**src/rtl/memory_read_arbiter_if.sv**
```systemverilog
// Request/response bundle between two ROM requesters, the arbiter and the ROM wrapper.
// The slave modport is the arbiter side; the master modport is the requester/ROM side.
interface memory_read_arbiter_if #(
    parameter int WIDTH = 5,
    parameter int DEPTH = 4
);
    localparam int AW = (DEPTH > 1) ? $clog2(DEPTH) : 1;

    logic             a_valid;
    logic [AW-1:0]    a_addr;
    logic             a_ready;
    logic             a_rvalid;
    logic [WIDTH-1:0] a_rdata;
    logic             a_rready;

    logic             b_valid;
    logic [AW-1:0]    b_addr;
    logic             b_ready;
    logic             b_rvalid;
    logic [WIDTH-1:0] b_rdata;
    logic             b_rready;

    logic [AW-1:0]    mem_raddr;
    logic [WIDTH-1:0] mem_rdata;

    modport slave (
        input  a_valid, a_addr, a_rready,
        input  b_valid, b_addr, b_rready,
        input  mem_rdata,
        output a_ready, a_rvalid, a_rdata,
        output b_ready, b_rvalid, b_rdata,
        output mem_raddr
    );

    modport master (
        output a_valid, a_addr, a_rready,
        output b_valid, b_addr, b_rready,
        output mem_rdata,
        input  a_ready, a_rvalid, a_rdata,
        input  b_ready, b_rvalid, b_rdata,
        input  mem_raddr
    );
endinterface

```
**src/rtl/memory_read_arbiter.sv**
```systemverilog
// Round-robin sharing of one asynchronous-read ROM between two requesters,
// each with a one-entry registered response buffer (1-cycle latency).
module memory_read_arbiter #(
    parameter int WIDTH = 5,
    parameter int DEPTH = 4
) (
    input logic                  CLK,
    input logic                  RESET,
    memory_read_arbiter_if.slave bus
);
    localparam int AW = (DEPTH > 1) ? $clog2(DEPTH) : 1;

    // Addresses past DEPTH exist when DEPTH is not a power of two; they read as zero.
    function automatic logic [WIDTH-1:0] range_mask(input logic [AW-1:0] addr,
                                                    input logic [WIDTH-1:0] word);
        return (int'(addr) < DEPTH) ? word : '0;
    endfunction

    logic             prio;
    logic             a_vld_p1, b_vld_p1;
    logic [WIDTH-1:0] a_data_p1, b_data_p1;

    logic             can_a, can_b, want_a, want_b, grant_a, grant_b;
    logic [AW-1:0]    raddr_p0;
    logic [WIDTH-1:0] fetch_p0;

    // Stage 0: eligibility, grant and combinational ROM lookup
    always_comb begin
        can_a   = !a_vld_p1 || bus.a_rready;
        can_b   = !b_vld_p1 || bus.b_rready;
        want_a  = bus.a_valid && can_a && !RESET;
        want_b  = bus.b_valid && can_b && !RESET;
        grant_a = want_a && (!want_b || !prio);
        grant_b = want_b && (!want_a || prio);
        raddr_p0 = '0;
        if (grant_a) begin
            raddr_p0 = bus.a_addr;
        end else if (grant_b) begin
            raddr_p0 = bus.b_addr;
        end
        fetch_p0 = range_mask(raddr_p0, bus.mem_rdata);
    end

    assign bus.a_ready   = grant_a;
    assign bus.b_ready   = grant_b;
    assign bus.mem_raddr = raddr_p0;

    // Stage 1: per-port response buffers and priority update
    always_ff @(posedge CLK) begin
        if (RESET) begin
            prio      <= 1'b0;
            a_vld_p1  <= 1'b0;
            b_vld_p1  <= 1'b0;
            a_data_p1 <= '0;
            b_data_p1 <= '0;
        end else begin
            if (grant_a) begin
                a_data_p1 <= fetch_p0;
                a_vld_p1  <= 1'b1;
            end else if (bus.a_rready) begin
                a_vld_p1  <= 1'b0;
            end
            if (grant_b) begin
                b_data_p1 <= fetch_p0;
                b_vld_p1  <= 1'b1;
            end else if (bus.b_rready) begin
                b_vld_p1  <= 1'b0;
            end
            if (grant_a) begin
                prio <= 1'b1;
            end else if (grant_b) begin
                prio <= 1'b0;
            end
        end
    end

    assign bus.a_rvalid = a_vld_p1;
    assign bus.a_rdata  = a_data_p1;
    assign bus.b_rvalid = b_vld_p1;
    assign bus.b_rdata  = b_data_p1;
endmodule

```
**src/flat_wrapper.sv**
```systemverilog
// flat-port wrapper written by rule: the top's interface ports become plain ports
module memory_read_arbiter_flat 
#(
    parameter int WIDTH = 5,
    parameter int DEPTH = 4
)
  (CLK, RESET, bus_a_valid, bus_a_addr, bus_a_rready, bus_b_valid, bus_b_addr, bus_b_rready, bus_mem_rdata, bus_a_ready, bus_a_rvalid, bus_a_rdata, bus_b_ready, bus_b_rvalid, bus_b_rdata, bus_mem_raddr);
  memory_read_arbiter_if #(.WIDTH(WIDTH), .DEPTH(DEPTH)) bus_i ();
  input logic CLK;
  input logic RESET;
  input wire logic [$bits(bus_i.a_valid)-1:0] bus_a_valid;
  input wire logic [$bits(bus_i.a_addr)-1:0] bus_a_addr;
  input wire logic [$bits(bus_i.a_rready)-1:0] bus_a_rready;
  input wire logic [$bits(bus_i.b_valid)-1:0] bus_b_valid;
  input wire logic [$bits(bus_i.b_addr)-1:0] bus_b_addr;
  input wire logic [$bits(bus_i.b_rready)-1:0] bus_b_rready;
  input wire logic [$bits(bus_i.mem_rdata)-1:0] bus_mem_rdata;
  output wire logic [$bits(bus_i.a_ready)-1:0] bus_a_ready;
  output wire logic [$bits(bus_i.a_rvalid)-1:0] bus_a_rvalid;
  output wire logic [$bits(bus_i.a_rdata)-1:0] bus_a_rdata;
  output wire logic [$bits(bus_i.b_ready)-1:0] bus_b_ready;
  output wire logic [$bits(bus_i.b_rvalid)-1:0] bus_b_rvalid;
  output wire logic [$bits(bus_i.b_rdata)-1:0] bus_b_rdata;
  output wire logic [$bits(bus_i.mem_raddr)-1:0] bus_mem_raddr;
  assign bus_i.a_valid = bus_a_valid;
  assign bus_i.a_addr = bus_a_addr;
  assign bus_i.a_rready = bus_a_rready;
  assign bus_i.b_valid = bus_b_valid;
  assign bus_i.b_addr = bus_b_addr;
  assign bus_i.b_rready = bus_b_rready;
  assign bus_i.mem_rdata = bus_mem_rdata;
  assign bus_a_ready = bus_i.a_ready;
  assign bus_a_rvalid = bus_i.a_rvalid;
  assign bus_a_rdata = bus_i.a_rdata;
  assign bus_b_ready = bus_i.b_ready;
  assign bus_b_rvalid = bus_i.b_rvalid;
  assign bus_b_rdata = bus_i.b_rdata;
  assign bus_mem_raddr = bus_i.mem_raddr;
  memory_read_arbiter #(.WIDTH(WIDTH), .DEPTH(DEPTH)) u_core (.CLK(CLK), .RESET(RESET), .bus(bus_i));
endmodule
```
**config.mk**
```make
export PLATFORM = sky130hd
export DESIGN_NAME = memory_read_arbiter_flat
export DESIGN_NICKNAME = d
export VERILOG_FILES = /design/src/rtl/memory_read_arbiter_if.sv /design/src/rtl/memory_read_arbiter.sv /design/src/flat_wrapper.sv
export SDC_FILE = /design/constraint.sdc
export NUM_CORES = 1
export LEC_CHECK = 0
export CORE_MARGIN = 2
export CORE_UTILIZATION = 30
export CTS_CLUSTER_SIZE = 24
export DETAILED_ROUTE_END_ITERATION = 7
export GPL_ROUTABILITY_DRIVEN = 0
export PLACE_DENSITY = 0.68
export SLEW_MARGIN = 30
export SYNTH_ARGS = -nofsm -noshare
export SYNTH_HDL_FRONTEND = slang
export SYNTH_SLANG_ARGS = --single-unit
```
**constraint.sdc**
```tcl
create_clock -name CLK -period 1.47 [get_ports CLK]
set_clock_uncertainty 0.1 [all_clocks]
set_input_delay 0.294 -clock CLK [delete_from_list [all_inputs] [get_ports CLK]]
set_output_delay 0.294 -clock CLK [all_outputs]
set_load 0.01 [all_outputs]
```
# After elaboration in Yosys (flattened, before gate mapping)
# Cells that the tools add are included.
# W data, S select, Z words.
[classes]
n_mux = 8
add_sub_neg = 0
n_eq_ne = 0
mul = 0
bitwise_logic = 0
n_lt_le_gt_ge = 0
shifts = 0
reduce_logical = 19
div = 0
[op_table]
columns = ["cell", "n"]
rows = [
  ["$logic_and A1 B1 Y1", 6],
  ["$logic_not A1 Y1", 6],
  ["$mux W1", 6],
  ["$reduce_bool A2 Y1", 3],
  ["$logic_or A1 B1 Y1", 4],
  ["$mux W2", 2],
]
[totals]
word_cells = 32
memories = 0
latch_bits = 0
romBits = 0
reg_bits = 13
mem_bits_rw = 0
input_bits = 15

# Longest topological paths before layout
[logic_depth]
ltp_word = 9
ltp_mapped = 4
ltp_nobuf = 4

# Least setup slack after synthesis
# Ideal clock, no wire load.
[synth_path]
path_kind = "register to output"
from = "reg u_core.b_vld_p1, in the netlist u_core.bus.b_rvalid"
to = "out bus_mem_raddr[0]"
arrival_time_ns = 1.238
required_ns = 1.076
path_stages_with_launch = 5
path_slack_ns = -0.162
n_path_buf = 0
cell_sequence = "dfxtp_1 > nand2b_1 > a31o_2 > nor2_1 > a21o_1"
[synth_via]
elab_chain_cells = 8
[synth_lines]
columns = ["element", "line", "text"]
rows = [
  ["start: declaration", "memory_read_arbiter.sv:20", "logic a_vld_p1, b_vld_p1;"],
  ["start signal: assignment", "memory_read_arbiter.sv:53", "b_vld_p1 <= 1'b0;"],
  ["start signal: assignment", "memory_read_arbiter.sv:65", "b_vld_p1 <= 1'b1;"],
  ["start signal: assignment", "memory_read_arbiter.sv:67", "b_vld_p1 <= 1'b0;"],
  ["$logic_not A1 Y1", "memory_read_arbiter.sv:30", "can_b = !b_vld_p1 || bus.b_rready;"],
  ["$logic_or A1 B1 Y1", "memory_read_arbiter.sv:30", ""],
  ["$logic_and A1 B1 Y1 (2 in a row)", "memory_read_arbiter.sv:32", "want_b = bus.b_valid && can_b && !RESET;"],
  ["$logic_not A1 Y1", "memory_read_arbiter.sv:33", "grant_a = want_a && (!want_b || !prio);"],
  ["$logic_or A1 B1 Y1", "memory_read_arbiter.sv:33", ""],
  ["$logic_and A1 B1 Y1", "memory_read_arbiter.sv:33", ""],
  ["net bus_a_ready", "flat_wrapper.sv:18", "output wire logic [$bits(bus_i.a_ready)-1:0] bus_a_ready;"],
  ["$mux W2", "memory_read_arbiter.sv:36", "if (grant_a) begin"],
  ["end: declaration", "flat_wrapper.sv:24", "output wire logic [$bits(bus_i.mem_raddr)-1:0] bus_mem_raddr;"],
]
# The timed path passes the listed nets, and every way through them passes these cells.

# Worst setup path in the final report
[layout_path]
from = "reg u_core.a_vld_p1, in the netlist u_core.bus.a_rvalid"
to = "out bus_mem_raddr[1]"
[layout_via]
elab_chain_cells = 9
[layout_lines]
columns = ["element", "line", "text"]
rows = [
  ["start: declaration", "memory_read_arbiter.sv:20", ""],
  ["start signal: assignment", "memory_read_arbiter.sv:52", "a_vld_p1 <= 1'b0;"],
  ["start signal: assignment", "memory_read_arbiter.sv:59", "a_vld_p1 <= 1'b1;"],
  ["start signal: assignment", "memory_read_arbiter.sv:61", "a_vld_p1 <= 1'b0;"],
  ["$logic_not A1 Y1 (*)", "memory_read_arbiter.sv:29", "can_a = !a_vld_p1 || bus.a_rready;"],
  ["$logic_or A1 B1 Y1 (*)", "memory_read_arbiter.sv:29", ""],
  ["$logic_and A1 B1 Y1 (*) (2 in a row)", "memory_read_arbiter.sv:31", "want_a = bus.a_valid && can_a && !RESET;"],
  ["$logic_not A1 Y1", "memory_read_arbiter.sv:34", "grant_b = want_b && (!want_a || prio);"],
  ["$logic_or A1 B1 Y1", "memory_read_arbiter.sv:34", ""],
  ["$logic_and A1 B1 Y1", "memory_read_arbiter.sv:34", ""],
  ["$mux W2", "memory_read_arbiter.sv:38", "end else if (grant_b) begin"],
  ["$mux W2 (*)", "memory_read_arbiter.sv:36", ""],
]
# Mark *: on every way between the ends. The rest lies on a longest branch, timed or not.

==> flow_summary.yaml <==
timing:
  period_needed_ns: 1.78
  finalHoldViolations: 0
  finalSetupViolCount: 4
  setup_slack_ns: -0.309
  slew_violations: 0
  rsz0062_at_grt: "true"
  hold_ws_ns: 0.374
  post-route-period-util_pct: 121
  max_slew_margin_pct: 79.4
  fmax_mhz: 562
  tightestPinTransition_ns: 0.309
synth:
  synth-edff-count: 0
  synth_nets: 75
  synth.area.top_cells: "dfxtp_1, mux2i_1, nor2_1"
  yosys.area.top_type: "dfxtp_1"
  ys_seq_area_share_pct: 47.2
  synthDistinctLibCells: 17
  synth_most_common_cell: "dfxtp_1"
  synthArstFlopShare_pct: 0
  synthFlopType: "dfxtp_1"
  synthCells: 60
  syn-cell-area_um2: 552
  yosysTopAreaCellShare_pct: 47.2
  avgSynthCellArea_um2: 9.20
  yosysWarnings: 0
  synth_seq_cells: 13
  synth_common_cells: "dfxtp_1, nor2_1, a21oi_1, o21ai_0"
drt:
  dr.pass1.iters: 4
  first_iter_violations: 5
  totalWireLength_um: 1660
  drc_errors: 0
  postRouteAntennaNets: 0
  wl_per_cell_um: 12.4
  vias: 627
  vias_per_cell: 4.68
clock_tree:
  cts_buffers: 3
  h-tree-depth: 1
  cts_tree: "done"
  cts_hold_buf: 0
  cts_sinks: 13
  clk-insertion-delay-late_ns: 0.27
  clk_pin_slew_ns: 0.08
  cts_buffer_depth: 2
  root_buffer: "clkbuf_4"
power:
  ir_worst_vdd_uv: 693
  power_density_nw_per_um2: 800
  p_leak_uw: 0.000518
floorplanning:
  die_w_um: 46.9
  coreArea_um2: 1730
  start_util_pct: 32.0
  die_h_um: 46.9
  die_area_um2: 2200
  io_pins: 31
  rows: 15
placement:
  numPortBuffers: 30
  place_hpwl_um: 1210
  pre_cts_slack_ns: -0.896
status:
  violations: "negative setup slack"
  status: "complete, but fails checks"
finish:
  fin_nets: 125
  final_util_pct: 61.4
  diodes: 0
  drive_above_1_share_pct: 33.9
  syn2layout_area_growth_pct: 92.1
grt:
  grt_max_degree: 14
  grt_overflow: 0
  antenna_found_initial: 0
  grt_pass1_vias: 599
  grt_use_total_pct: 16.7
  grt_first_pass_wirelength_um: 2620
setup_path:
  crit_fanout: 3
  r2r_cells: 6
  critPathArrivalTime_ns: 1.38
  start_kind: "register"
  cp_data_required_time_ns: 1.08
  r2r_end: "u_core.bus.b_rdata[1]"
  end_kind: "output pin"
  regToRegSetupSlack_ns: 0.01
  critPathKind: "reg2out"
  r2r-start: "u_core.bus.a_rvalid"
flow_run:
  max-cap-violations: 0
worst_hold_path:
  hp-start: "u_core.bus.a_rdata[0]"
  hp-class: "reg2reg"
  hold_path_depth: 2
  holdPathEnd: "u_core.bus.a_rdata[0]"
registers in the layout (all words and copies together), names as in the netlist:
signal               count
u_core.bus.a_rdata       5
u_core.bus.b_rdata       5
u_core.bus.a_rvalid      1
u_core.bus.b_rvalid      1
u_core.prio              1
cells in the final DEF (no fill, tap or decap), types with 2 or more instances in the layout:
cell,netlist,layout
a21oi_1,6,6
dfxtp_2,0,2
dfxtp_1,13,11
a21o_1,2,2
buf_2,0,3
o21ai_0,6,6
nand3_1,5,4
mux2i_1,5,5
dlygate4sd2_1,0,17
buf_4,0,12
nor2_1,10,8
clkbuf_4,0,3
clkdlybuf4s50_1,0,9
nor3b_2,0,2
buf_6,0,6
per-stage QoR:
step | power [µW] | cell area (µm²) | std cells | TNS, ns
floorplan | 487 | 561 | 60 | -0.127
global placement | 628 | 982 | 126 | -7.14
detailed placement | 631 | 982 | 126 | -7.50
CTS | 845 | 1040 | 132 | -1.37
global route | 889 | 1060 | 134 | -1.47
finish | 848 | 1060 | 134 | -0.978
logic make-up after synthesis:
kind of cell	count (synthesis)	synth area share, %
buf+inv	3	2.04
simple gates	21	19.5
mux	5	9.07
compound gates	18	22.2
flops	13	47.2
how the worst max path moves through the flow:
stage                             start                to  cells after the start
floorplan           u_core.bus.a_rvalid  bus_mem_raddr[0]                      4
global placement           bus_b_rready  bus_mem_raddr[0]                      6
detailed placement         bus_b_rready  bus_mem_raddr[0]                      6
CTS                 u_core.bus.a_rvalid  bus_mem_raddr[0]                      5
global route        u_core.bus.a_rvalid  bus_mem_raddr[1]                      5
finish              u_core.bus.a_rvalid  bus_mem_raddr[1]                      5
layer usage:
layer	global-route usage [%]	routed length (µm)	part of all wire, %	up-vias
met3	1.92	102	6.1	4
li1	-	-	-	313
met1	20.3	722	44	284
met4	6.67	29	1.7	0
met2	29.9	804	48	26
met5	0	0	0	-
worst max-delay path: stages, from the launching register on:
cell      delay [ns]
dfxtp_2         0.32
nor2b_4         0.13
o311ai_4        0.29
nor3b_2         0.09
a21o_1          0.15
buf_2           0.13
final cells by class:
type,count,area [µm²]
fill,156,667
timing repair buffer,47,412
multi-input combinational,44,324
sequential,13,263
tap,25,31.3
clock buffer,4,26.3
inverter,1,3.75
where the power goes:
group / total (µW) / leakage (µW) / internal (µW) / switching, µW
sequential: 389 / 0.000107 / 375 / 13.5
clock: 219 / 0.0000150 / 105 / 114
combinational: 240 / 0.000395 / 136 / 104
timing repair:
item / CTS / global route
endpoints found under the setup margin: 26 / 9
buffers inserted: 2 / 3
pin swaps: 6 / 3
gates resized for setup: 47 / 2
gates cloned: 0 / 0
(Power assumes the default switching activity.)
